===== src/rtl/load_buffer_if.sv =====
`default_nettype none
// +----------------------------------------------------------------------------+
// | lb_pkg / load_buffer_if                                                    |
// | Packet types and bus bundle for the load buffer.                           |
// | Revision: 1.0                                                              |
// +----------------------------------------------------------------------------+
`ifndef XLEN
`define XLEN 32
`endif

package lb_pkg;
    localparam int XLEN      = `XLEN;
    localparam int ROB_TAG_W = 5;

    typedef struct packed {
        logic                 valid;
        logic [XLEN-1:0]      address;
        logic [2:0]           funct3;
        logic [ROB_TAG_W-1:0] rob_tag;
        logic [31:0]          inst;
        logic [XLEN-1:0]      npc;
    } lb_packet_t;

    typedef struct packed {
        logic                 valid;
        logic [XLEN-1:0]      value;
        logic [ROB_TAG_W-1:0] rob_tag;
        logic [31:0]          inst;
        logic [XLEN-1:0]      npc;
    } ex_wr_packet_t;
endpackage

interface load_buffer_if;
    import lb_pkg::*;

    lb_packet_t      lb_packet_in;
    logic            squash;
    logic            lb_full;
    logic            mem_req;
    logic [XLEN-1:0] mem_addr;
    logic            mem_gnt;
    logic            mem_rdata_valid;
    logic [XLEN-1:0] mem_rdata;
    ex_wr_packet_t   lb_wr_packet;
    logic            cdb_gnt;

    modport slave (
        input  lb_packet_in, squash, mem_gnt, mem_rdata_valid, mem_rdata, cdb_gnt,
        output lb_full, mem_req, mem_addr, lb_wr_packet
    );

    modport master (
        output lb_packet_in, squash, mem_gnt, mem_rdata_valid, mem_rdata, cdb_gnt,
        input  lb_full, mem_req, mem_addr, lb_wr_packet
    );
endinterface

`default_nettype wire


===== src/rtl/load_buffer.sv =====
`default_nettype none
// +----------------------------------------------------------------------------+
// | load_buffer                                                                |
// | In-order load FIFO issuing one load at a time to data memory, with         |
// | byte/half extraction and CDB writeback.                                    |
// | Revision: 1.0                                                              |
// +----------------------------------------------------------------------------+
module load_buffer
    import lb_pkg::*;
#(
    parameter int LB_SIZE = 4
) (
    input  wire logic    clock,
    input  wire logic    reset,
    load_buffer_if.slave lb
);
    localparam int               PTR_W      = $clog2(LB_SIZE);
    localparam int               CNT_W      = PTR_W + 1;
    localparam logic [CNT_W-1:0] FULL_COUNT = CNT_W'(LB_SIZE);

    typedef enum logic [2:0] {
        S_IDLE  = 3'd0,
        S_REQ   = 3'd1,
        S_WAIT  = 3'd2,
        S_WB    = 3'd3,
        S_DRAIN = 3'd4
    } state_t;

    state_t           state_q, state_d;
    lb_packet_t       fifo_q [LB_SIZE];
    lb_packet_t       fifo_d [LB_SIZE];
    logic [PTR_W-1:0] head_q, head_d;
    logic [PTR_W-1:0] tail_q, tail_d;
    logic [CNT_W-1:0] count_q, count_d;
    lb_packet_t       entry_q, entry_d;
    ex_wr_packet_t    wr_q, wr_d;
    logic             enq;
    logic             deq;

    function automatic logic [XLEN-1:0] extract(
        input logic [XLEN-1:0] word,
        input logic [1:0]      ofs,
        input logic [2:0]      f3
    );
        logic [7:0]      b;
        logic [15:0]     h;
        logic [XLEN-1:0] r;
        case (ofs)
            2'd0:    b = word[7:0];
            2'd1:    b = word[15:8];
            2'd2:    b = word[23:16];
            default: b = word[31:24];
        endcase
        h = ofs[1] ? word[31:16] : word[15:0];
        case (f3)
            3'b000:  r = {{(XLEN-8){b[7]}}, b};
            3'b001:  r = {{(XLEN-16){h[15]}}, h};
            3'b010:  r = word;
            3'b100:  r = {{(XLEN-8){1'b0}}, b};
            3'b101:  r = {{(XLEN-16){1'b0}}, h};
            default: r = '0;
        endcase
        return r;
    endfunction

    // lb_full looks only at the registered count, so a slot freed this cycle opens next cycle
    assign lb.lb_full      = (count_q == FULL_COUNT);
    assign enq             = lb.lb_packet_in.valid & ~lb.lb_full & ~lb.squash;
    assign deq             = (state_q == S_IDLE) & (count_q != '0) & ~lb.squash;
    assign lb.mem_req      = (state_q == S_REQ);
    assign lb.mem_addr     = {entry_q.address[XLEN-1:2], 2'b00};
    assign lb.lb_wr_packet = wr_q;

    always_comb begin
        fifo_d  = fifo_q;
        head_d  = head_q;
        tail_d  = tail_q;
        count_d = count_q;
        if (lb.squash) begin
            head_d  = '0;
            tail_d  = '0;
            count_d = '0;
        end else begin
            if (enq) begin
                fifo_d[tail_q] = lb.lb_packet_in;
                tail_d         = tail_q + PTR_W'(1);
            end
            if (deq) begin
                head_d = head_q + PTR_W'(1);
            end
            case ({enq, deq})
                2'b10:   count_d = count_q + CNT_W'(1);
                2'b01:   count_d = count_q - CNT_W'(1);
                default: count_d = count_q;
            endcase
        end
    end

    always_comb begin
        state_d = state_q;
        entry_d = entry_q;
        wr_d    = wr_q;
        case (state_q)
            S_IDLE: begin
                if (deq) begin
                    entry_d = fifo_q[head_q];
                    state_d = S_REQ;
                end
            end
            S_REQ: begin
                // a grant in the squash cycle still owes us a response, so it must be drained
                if (lb.mem_gnt) begin
                    state_d = lb.squash ? S_DRAIN : S_WAIT;
                end else if (lb.squash) begin
                    state_d = S_IDLE;
                end
            end
            S_WAIT: begin
                if (lb.mem_rdata_valid) begin
                    if (lb.squash) begin
                        state_d = S_IDLE;
                    end else begin
                        wr_d.valid   = entry_q.valid;
                        wr_d.value   = extract(lb.mem_rdata, entry_q.address[1:0], entry_q.funct3);
                        wr_d.rob_tag = entry_q.rob_tag;
                        wr_d.inst    = entry_q.inst;
                        wr_d.npc     = entry_q.npc;
                        state_d      = S_WB;
                    end
                end else if (lb.squash) begin
                    state_d = S_DRAIN;
                end
            end
            S_WB: begin
                if (lb.squash || lb.cdb_gnt) begin
                    wr_d.valid = 1'b0;
                    state_d    = S_IDLE;
                end
            end
            S_DRAIN: begin
                if (lb.mem_rdata_valid) begin
                    state_d = S_IDLE;
                end
            end
            default: state_d = S_IDLE;
        endcase
    end

    always_ff @(posedge clock) begin
        if (reset) begin
            state_q <= S_IDLE;
            head_q  <= '0;
            tail_q  <= '0;
            count_q <= '0;
            entry_q <= '0;
            wr_q    <= '0;
        end else begin
            state_q <= state_d;
            head_q  <= head_d;
            tail_q  <= tail_d;
            count_q <= count_d;
            entry_q <= entry_d;
            wr_q    <= wr_d;
        end
    end

    // Storage needs no reset: occupancy is governed entirely by the pointers and count
    always_ff @(posedge clock) begin
        fifo_q <= fifo_d;
    end

endmodule

`default_nettype wire

===== src/flat_wrapper.sv =====
// flat-port wrapper written by rule: the top's interface ports become plain ports
module load_buffer_flat import lb_pkg::*;
#(
    parameter int LB_SIZE = 4
)
  (clock, reset, lb_lb_packet_in, lb_squash, lb_mem_gnt, lb_mem_rdata_valid, lb_mem_rdata, lb_cdb_gnt, lb_lb_full, lb_mem_req, lb_mem_addr, lb_lb_wr_packet);
  load_buffer_if lb_i ();
  input  wire logic clock;
  input  wire logic reset;
  input wire logic [$bits(lb_i.lb_packet_in)-1:0] lb_lb_packet_in;
  input wire logic [$bits(lb_i.squash)-1:0] lb_squash;
  input wire logic [$bits(lb_i.mem_gnt)-1:0] lb_mem_gnt;
  input wire logic [$bits(lb_i.mem_rdata_valid)-1:0] lb_mem_rdata_valid;
  input wire logic [$bits(lb_i.mem_rdata)-1:0] lb_mem_rdata;
  input wire logic [$bits(lb_i.cdb_gnt)-1:0] lb_cdb_gnt;
  output wire logic [$bits(lb_i.lb_full)-1:0] lb_lb_full;
  output wire logic [$bits(lb_i.mem_req)-1:0] lb_mem_req;
  output wire logic [$bits(lb_i.mem_addr)-1:0] lb_mem_addr;
  output wire logic [$bits(lb_i.lb_wr_packet)-1:0] lb_lb_wr_packet;
  assign lb_i.lb_packet_in = lb_lb_packet_in;
  assign lb_i.squash = lb_squash;
  assign lb_i.mem_gnt = lb_mem_gnt;
  assign lb_i.mem_rdata_valid = lb_mem_rdata_valid;
  assign lb_i.mem_rdata = lb_mem_rdata;
  assign lb_i.cdb_gnt = lb_cdb_gnt;
  assign lb_lb_full = lb_i.lb_full;
  assign lb_mem_req = lb_i.mem_req;
  assign lb_mem_addr = lb_i.mem_addr;
  assign lb_lb_wr_packet = lb_i.lb_wr_packet;
  load_buffer #(.LB_SIZE(LB_SIZE)) u_core (.clock(clock), .reset(reset), .lb(lb_i));
endmodule

===== config.mk =====
export PLATFORM = sky130hd
export DESIGN_NAME = load_buffer_flat
export DESIGN_NICKNAME = d
export VERILOG_FILES = /design/src/rtl/load_buffer_if.sv /design/src/rtl/load_buffer.sv /design/src/flat_wrapper.sv
export SDC_FILE = /design/constraint.sdc
export NUM_CORES = 1
export LEC_CHECK = 0
export BUFFER_PORTS_ARGS = -buffer_cell sky130_fd_sc_hd__buf_2
export CAP_MARGIN = 15
export CORE_MARGIN = 5
export CORE_UTILIZATION = 52
export DETAILED_ROUTE_END_ITERATION = 10
export PLACE_DENSITY = 0.75
export SLEW_MARGIN = 10
export SYNTH_ARGS = -nofsm -noshare
export SYNTH_HDL_FRONTEND = slang
export SYNTH_SLANG_ARGS = --single-unit

===== constraint.sdc =====
create_clock -name clock -period 4 [get_ports clock]
set_input_delay 0 -clock clock [delete_from_list [all_inputs] [get_ports clock]]
set_output_delay 0 -clock clock [all_outputs]
set_load 0.02 [all_outputs]

Word-level counts from Yosys, hierarchy flattened
Index checks and enable logic that the tools add are counted.
{"block": "word_totals", "ff_bits": 637, "inputBits": 143, "wordCells": 112}
{"block": "op_classes", "addsub": 4, "magnitude_cmp": 3, "eq_ne": 20, "n_mux": 24, "n_bitwise": 8, "n_reduce_logical": 14}
{"operator": "bitwise mux 420 bit", "n": 1}
{"operator": "2-to-1 mux 105 bit", "n": 3}
{"operator": "binary-select mux 105 bit (select 2 bit)", "n": 1}
{"operator": "demux 105 bit (select 2 bit)", "n": 1}
{"operator": "2-to-1 mux 102 bit", "n": 2}
{"operator": "case mux 32 bit (5 select lines)", "n": 1}
{"operator": "2-to-1 mux 3 bit", "n": 8}
{"operator": "case mux 8 bit (3 select lines)", "n": 1}
{"operator": "2-to-1 mux 16 bit", "n": 1}
{"operator": "case mux 3 bit (5 select lines)", "n": 1}
{"operator": "equality test 3 bit, second input constant", "n": 4}
{"operator": "equality test 3 x 2 -> 1 bit, second input constant", "n": 3}
{"operator": "equality test 3 x 1 -> 1 bit, second input constant", "n": 2}
{"operator": "greater-or-equal comparator 3 bit, second input constant", "n": 2}
{"operator": "logical NOT 3 bit", "n": 2}
{"operator": "!= test 2 bit, second input constant", "n": 3}
{"operator": "!= test 3 bit, second input constant", "n": 2}
{"operator": "NOT 2 -> 3 bit", "n": 2}
{"operator": "case mux 3 bit (2 select lines)", "n": 1}
{"operator": "AND reduction 5 bit", "n": 1}
{"operator": "adder 2 x 1 -> 2 bit, second input constant", "n": 2}
{"operator": "AND 1 bit", "n": 4}
{"operator": "equality test 2 x 1 -> 1 bit, second input constant", "n": 2}
{"operator": "equality test 2 bit, second input constant", "n": 2}
{"operator": "17 further kinds", "n": 21}

Logic depth before layout (Yosys ltp)
Gate-level depths: netlist of the first run.
{"block": "depth", "depth_word": 6, "ltp_mapped": 11, "depth_no_buf": 10}

Worst setup path after synthesis of the first run
OpenSTA, ideal clock, no wires.
{"block": "synth_timing", "path_type": "register to register", "from": "register u_core.count_q[2]", "to": "register u_core.fifo_q[0] (netlist bit) (enable)", "setup_ps": 476, "arrival_time_ps": 3381, "required_time_ps": 3524, "path_slack_ps": 143, "path_stages_with_launch": 5, "period_less_slack_ps": 3857, "path_cell_list": "dfxtp_1 -> nor3b_1 -> nand2b_1 -> nor2_1 -> and2_1"}
{"block": "synth_via", "elab_chain_cells": 5}
{"element": "from (decl)", "line_no": "load_buffer.sv:34", "rtl": "logic [CNT_W-1:0] count_q, count_d;"}
{"element": "from (signal assigned)", "line_no": "load_buffer.sv:161", "rtl": "count_q <= count_d;"}
{"element": "equality test 3 bit", "line_no": "load_buffer.sv:67", "rtl": "assign lb.lb_full = (count_q == FULL_COUNT);"}
{"element": "net lb_lb_full", "line_no": "flat_wrapper.sv:16", "rtl": "output wire logic [$bits(lb_i.lb_full)-1:0] lb_lb_full;"}
{"element": "NOT 1 bit", "line_no": "load_buffer.sv:68", "rtl": "assign enq = lb.lb_packet_in.valid & ~lb.lb_full & ~lb.squash;"}
{"element": "AND 1 bit (2 in a row)", "line_no": "load_buffer.sv:68"}
{"element": "AND reduction 2 bit (no line)"}
{"element": "to (signal assigned)", "line_no": "load_buffer.sv:169", "rtl": "fifo_q <= fifo_d;"}
{"element": "to (decl)", "line_no": "load_buffer.sv:30", "rtl": "lb_packet_t fifo_q [LB_SIZE];"}
The timed path passes the listed nets, and every way through them passes these cells.
A chain may end at the register's enable or synchronous reset.

Worst setup path in the final report of the first run
{"block": "layout_timing", "from": "register u_core.entry_q[73] (netlist bit)", "to": "register u_core.wr_q, in the netlist u_core.lb.lb_wr_packet[84]"}
{"block": "layout_via", "elab_chain_cells": 3, "elab_cells_between_ends": 6, "cone_classes": "2 x eq/ne; 3 x mux; 1 x reduce/logical"}
{"element": "from (decl)", "line_no": "load_buffer.sv:35", "rtl": "lb_packet_t entry_q, entry_d;"}
{"element": "from (signal assigned)", "line_no": "load_buffer.sv:162", "rtl": "entry_q <= entry_d;"}
{"element": "equality test 2 bit, or another cell as far along", "line_no": "load_buffer.sv:48", "rtl": "case (ofs)"}
{"element": "case mux 8 bit (3 select lines)", "line_no": "load_buffer.sv:48"}
{"element": "case mux 32 bit (5 select lines) *", "line_no": "load_buffer.sv:55", "rtl": "case (f3)"}
{"element": "to (signal assigned)", "line_no": "load_buffer.sv:163", "rtl": "wr_q <= wr_d;"}
{"element": "to (decl)", "line_no": "load_buffer.sv:36", "rtl": "ex_wr_packet_t wr_q, wr_d;"}
Mark *: on every way between the ends. The rest lies on a longest branch, timed or not.

==> impl_metrics.toml, run 1 <==
[floorplan]
coreArea_mm2 = 0.0452
initial_utilization = 0.523
die_w_um = 223
die_y_um = 223
core.rowCount = 78
ios = 279
die_area_mm2 = 0.0498

[drt]
vias = 14376
wl_mm = 54.3
drc_errors = 0
wl_per_cell_um = 20.7
drtAntennaViolNets = 0
drtIter0Drc = 973
dr.pass1.iters = 5
via_per_inst = 5.49

[yosys]
yosys.area.top_type_share = 0.534
ys_warn_count = 0
ys_top_cells_by_area = "edfxtp_1, dfxtp_1, mux4_2"
avgSynthCellArea_um2 = 14.8
synth_top_family_by_area = "multiplexers"
synth_compound_area_frac = 0.0630
ys.flop_type = "edfxtp_1"
synth_edf_count = 420
synthAdderAreaFrac = 0.00349
ys_ff_latch = 637
synth.distinct_cells = 55
netlist_instances = 1592
synth_most_common_cell = "edfxtp_1"
synth_area_leader_cell = "edfxtp_1"
synth-simple-area-share = 0.0758
ys_seq_area_frac = 0.717
netlist_area_mm2 = 0.0236
ys_top_cells_by_count = "edfxtp_1, nand2_1, dfxtp_1"
synth_xor_area_frac = 0.00185
synthMuxAreaShare = 0.106
async_reset_ff_frac = 0

[cells_and_area]
fill_cells = 3241
nets = 2113
finalInstanceArea_mm2 = 0.0289
drive_gt1_frac = 0.260
syn2layout_area_growth_pct = 22.1
fin_cells = 2620

[cts]
cts_tree = "yes"
clock-sinks = 637
h-tree-depth = 2
numCtsBuffers = 61
clk_latency_ns = 0.60
cts-resized-gates = 0
clkSlewWorstSetupHoldPaths_ns = 0.07
cts_buffer_depth = 3
clockRootBuffer = "clkbuf_16"

[worst_setup_path]
critical_path_buf_inv_count = 1
end_kind = "register"
cp.required_ns = 4.50
critPathArrivalTime_ns = 3.51
slowest_delay_ns = 1.04
crit_type = "register to register"
critPathMaxFanout = 32
worstSetupStartpointType = "register"
crit_path_cell_trace = "mux2_2 > a32oi_1 > nand2_1 > a22o_1 > dlygate4sd3_1"
crit_family = "flip-flops"
slowest_stage = "dfxtp_1"

[power]
p_total_mw = 13.5
power_density_mw_per_mm2 = 469
p_leak_nw = 9.98
max-vdd-ir-drop_v = 0.000409

[sta]
setup_viol = 0
slew_headroom = 0.265
slew_violations = 0
fmax_mhz = 332
finalCritPeriodShare = 0.753
skew_ns = 0.0110
rsz0062_at_grt = "false"
finalHoldViolCount = 0
period_needed_ns = 3.01
worstMarginPinSlew_ns = 1.10
fin_tns_setup_ns = 0

[global_route]
grt_pass1_vias = 15096
grt_pass1_wl_mm = 85.1
antenna_found_initial = 4
grt_use_total = 0.217
grt_max_degree = 82
grt_overflow = 0

[flow_run]
maxCapViolCount = 0

[place]
placed_cells = 2355
portBuffers = 276
place.detailed.hpwl_mm = 30.8
placed_area_mm2 = 0.0253
routabilityCongestion = 0.924

[status]
status = "complete, no violations"

[min_path]
hold_path.class = "input port to register"
[logic make-up after synthesis]
| family | Yosys count |
|---|---|
| DFF | 637 |
| other | 1 |
| buffers and inverters | 146 |
| AOI/OAI and AO/OA | 256 |
| muxes | 116 |
| xor gates and xnor gates | 5 |
| adders and majority gates | 6 |
| and+or+nand+nor | 425 |
[cells in the final DEF (no fill, tap or decap), types with 7 or more instances in the layout]
master / instances
clkbuf_8: 9
buf_12: 7
dlygate4sd3_1: 146
clkbuf_16: 63
clkinv_2: 10
buf_2: 275
edfxtp_1: 420
a21oi_1: 196
nand2_1: 361
a22o_1: 10
dfxtp_1: 215
nor2_1: 13
nor4bb_1: 7
mux4_2: 106
mux2_2: 9
o2bb2ai_1: 16
a22oi_1: 7
buf_4: 14
clkbuf_1: 17
a221o_1: 7
inv_1: 9
[area by class of cell]
cell class	count	area [µm²]	share of cell area
flip-flops and latches	637	17000	0.588
multi-input cells	810	5940	0.206
repair buffers	444	3110	0.108
clock buffers	89	1760	0.0611
well taps	600	751	0.0260
clock inverters	27	293	0.0101
inverters	10	40.0	0.00139
diodes	3	7.51	0.000260
[registers in the layout, summed over array words and instances, names as in the netlist]
signal,cells
u_core.state_q,3
u_core.count_q,3
u_core.entry_q,75
u_core.head_q,2
u_core.tail_q,2
u_core.lb.mem_addr,30
u_core.lb.lb_wr_packet,102
u_core.fifo_q,420
[worst reg2reg max path, cell delays in order, from the launching register on]
cell and delay [ns]:
dfxtp_1 1.04, mux2_2 0.46, a32oi_1 0.55, nand2_1 0.11, a22o_1 0.20, dlygate4sd3_1 0.54
[final timing paths]
check | end | start | depth (start not counted) | slack (ns)
hold / removal | u_core.lb.lb_wr_packet[76]$_SDFFE_PP0P_ | lb_mem_rdata[7] | 5 | 0.09
setup reg to reg | u_core.lb.lb_wr_packet[84]$_SDFFE_PP0P_ | u_core.entry_q[73]$_SDFFE_PP0P_ | 5 | 0.99
hold reg to reg | u_core.lb.lb_wr_packet[3]$_SDFFE_PP0P_ | u_core.lb.lb_wr_packet[3]$_SDFFE_PP0P_ | 2 | 0.45
setup / recovery | u_core.lb.lb_wr_packet[84]$_SDFFE_PP0P_ | u_core.entry_q[73]$_SDFFE_PP0P_ | 5 | 0.99
[where the power goes]
part           total [mW]  switching [mW]  internal, mW  leakage [nW]
clock                5.81            2.37          3.44          1.00
sequential           7.15          0.0426          7.11          5.57
combinational       0.575           0.310         0.265          3.41
[timing repair]
| action | 4_1_cts | 5_1_grt |
|---|---|---|
| hold buffers | 146 | 0 |
| hold endpoints to repair | 532 | 0 |
| buffers inserted | 0 | 0 |
[layer usage]
metal / vias to the layer above / routed length (µm) / GRT usage / part of all wire
met5: - / 7 / 0 / 0.00013
met1: 7115 / 22000 / 0.282 / 0.40
met3: 107 / 3460 / 0.0375 / 0.064
met2: 539 / 27500 / 0.374 / 0.51
li1: 6613 / - / - / -
met4: 2 / 1400 / 0.0674 / 0.026
[through the flow]
stage	hold WS, ns	setup WS, ns	util
after floorplan	0.0989	0.143	-
after global placement	0.210	1.42	0.560
after detailed placement	0.215	1.35	0.561
after CTS	0.0485	1.06	0.639
after global routing	0.130	0.832	0.639
final	0.0868	0.989	0.639
(Power assumes the default switching activity.)
==> run 2: changes to the inputs <==
--- a/config.mk
+++ b/config.mk
@@ -8,9 +8,9 @@
 export BUFFER_PORTS_ARGS = -buffer_cell sky130_fd_sc_hd__buf_2
 export CAP_MARGIN = 15
 export CORE_MARGIN = 5
-export CORE_UTILIZATION = 52
+export CORE_UTILIZATION = 58
 export DETAILED_ROUTE_END_ITERATION = 10
-export PLACE_DENSITY = 0.75
+export PLACE_DENSITY = 0.79
 export SLEW_MARGIN = 10
 export SYNTH_ARGS = -nofsm -noshare
 export SYNTH_HDL_FRONTEND = slang
==> constraint.sdc (replaced) <==
create_clock -name clock -period 2.9 [get_ports clock]
set_input_delay 0 -clock clock [delete_from_list [all_inputs] [get_ports clock]]
set_output_delay 0 -clock clock [all_outputs]
set_load 0.02 [all_outputs]
==> run 2 against run 1 <==
  * Critical path depth did not move
  * First-iteration DRC count rose by 21%
  * Worst hold slack got worse by 0.042 ns
  * Fmax rose by 16%
  * Clock power rose by 32%
  * Global-route usage rose by 2.3 points
  * Highest routed layer unchanged
  * Die area fell by 9.9%
  * Sequential share of layout area rose by 0.15 points
  * Wire length fell by 0.51%
  * Sequential power rose by 38%
  * Critical path type unchanged
==> impl_metrics.toml, run 2 (same netlist as run 1, synthesis figures left out) <==
[place]
portBuffers = 276
place.detailed.hpwl_mm = 30.7
routabilityCongestion = 0.881
pre_cts_slack_ns = 0.433
placed_area_mm2 = 0.0253
placed_cells = 2291

[floorplan]
core.rowCount = 74
initial_utilization = 0.583
die_w_um = 212
die_y_um = 212
coreArea_mm2 = 0.0406
ios = 279
die_area_mm2 = 0.0449

[cts]
h-tree-depth = 2
cts-resized-gates = 0
clockRootBuffer = "clkbuf_16"
cts_tree = "yes"
clkSlewWorstSetupHoldPaths_ns = 0.06
numCtsBuffers = 59
clock-sinks = 637
clk_latency_ns = 0.60
postCtsSetupRepairBufs = 0
cts_buffer_depth = 3
cts_hold_buf = 152

[power]
p_total_mw = 18.3
switchingPower_mw = 3.67
p_int_mw = 14.7
p_leak_nw = 10.0
power_density_mw_per_mm2 = 636
power_frac_seq = 0.538
pwr-share-comb = 0.044
max-vdd-ir-drop_v = 0.000639
swShare = 0.200
clkPwrFrac = 0.418

[global_route]
grt_overflow = 0
grt_pass1_vias = 14817
grt_use_total = 0.239
grt_max_degree = 107
grt_pass1_wl_mm = 83.6
antenna_found_initial = 9

[drt]
wl_mm = 54.1
dr.pass1.iters = 5
drc_errors = 0
drtAntennaViolNets = 0
via_per_inst = 5.65
wl_per_cell_um = 21.1
drtIter0Drc = 1179
vias = 14477

[sta]
fin_tns_setup_ns = 0
fmax_mhz = 384
finalHoldViolCount = 0
worstMarginPinSlew_ns = 0.864
setup_viol = 0
period_needed_ns = 2.60
slew_headroom = 0.424
skew_ns = 0.0126
whs_ns = 0.0450
rsz0062_at_grt = "false"
finalCritPeriodShare = 0.897
slew_violations = 0
setup_ws_ns = 0.299

[cells_and_area]
largest_register_ffs = 420
fill_cells = 2570
fin_cells = 2561
nets = 2121
fin_util = 0.710
layout_common_cells = "edfxtp_1, nand2_1, buf_2, dfxtp_1, a21oi_1"
finalInstanceArea_mm2 = 0.0288
seq_area_mm2 = 0.0170
syn2layout_area_growth_pct = 21.8
regMostFlops = "u_core.fifo_q"
multi_input_area_mm2 = 0.00594
drive_gt1_frac = 0.261
final_common_cell = "edfxtp_1"

[worst_setup_path]
r2r-start = "u_core.entry_q[70]$_SDFFE_PP0P_"
end_kind = "register"
reg2reg_to = "u_core.lb.lb_wr_packet[69]$_SDFFE_PP0P_"
r2r_setup_slack_ns = 0.30
worstSetupStartpointType = "register"
reg2regPathDepth = 5
crit_type = "register to register"
critPathArrivalTime_ns = 3.14
cp.required_ns = 3.44
critPathMaxFanout = 18

[min_path]
hold_start = "lb_mem_rdata[7]"
hold_depth = 5
hold_path.class = "input port to register"
hold_path_end = "u_core.lb.lb_wr_packet[76]$_SDFFE_PP0P_"

[flow_run]
maxCapViolCount = 0

[status]
status = "complete, no violations"
## run 2: cell count changes in the layout (fill, tap and decap cells not counted), moves of 3 or more
cell           before  now
clkbuf_16          63   60
dlygate4sd3_1     146  152
buf_12              7   10
clkbuf_2            0    3
diode_2             3    9
clkinvlp_4          3    0
clkbuf_1           17   13
clkinv_1            6    3
clkinv_2           10   14
## run 2: critical path, cell delays in order, from the launching register on
cell and delay, ns:
dfxtp_1 0.67, nor3b_2 0.59, a21oi_1 0.11, nor3_2 0.40, a221o_1 0.23, dlygate4sd3_1 0.54
## run 2: power groups by stage
stage	Sequential, mW	Combinational, mW	Clock [mW]
after CTS	9.86	0.794	7.80
final	9.86	0.801	7.66
after floorplan	10.0	0.375	0
after global placement	10.0	0.604	0
after detailed placement	10.1	0.628	0
after global routing	9.87	0.865	8.21
## run 2: metal layers
metal  wire, µm  global-route usage
met1      21700               0.318
met2      27800               0.411
met3       3390              0.0445
met4       1170              0.0657
met5         13                   0
## run 2: cell type report
cell class                 instances  share of cell area
clock inverter                    24             0.00856
tap                              532              0.0231
clock buffer                      85              0.0587
inverter                          10             0.00139
sequential                       637               0.589
antenna                            9            0.000782
timing repair buffer             454               0.112
multi-input combinational        810               0.206
## run 2: worst max-delay path by stage
stage	cells after the start	slack (ns)	endpoint	from
floorplan	4	0.21	u_core.fifo_q[0]$_DFFE_PP_	u_core.count_q[2]$_SDFFE_PP0P_
global placement	6	0.55	u_core.entry_q[46]$_SDFFE_PP0P_	u_core.count_q[2]$_SDFFE_PP0P_
detailed placement	6	0.43	u_core.lb.mem_addr[13]$_SDFFE_PP0P_	u_core.count_q[2]$_SDFFE_PP0P_
CTS	5	0.38	u_core.lb.lb_wr_packet[69]$_SDFFE_PP0P_	u_core.entry_q[70]$_SDFFE_PP0P_
global route	5	0.05	u_core.lb.lb_wr_packet[69]$_SDFFE_PP0P_	u_core.entry_q[70]$_SDFFE_PP0P_
finish	5	0.30	u_core.lb.lb_wr_packet[69]$_SDFFE_PP0P_	u_core.entry_q[70]$_SDFFE_PP0P_
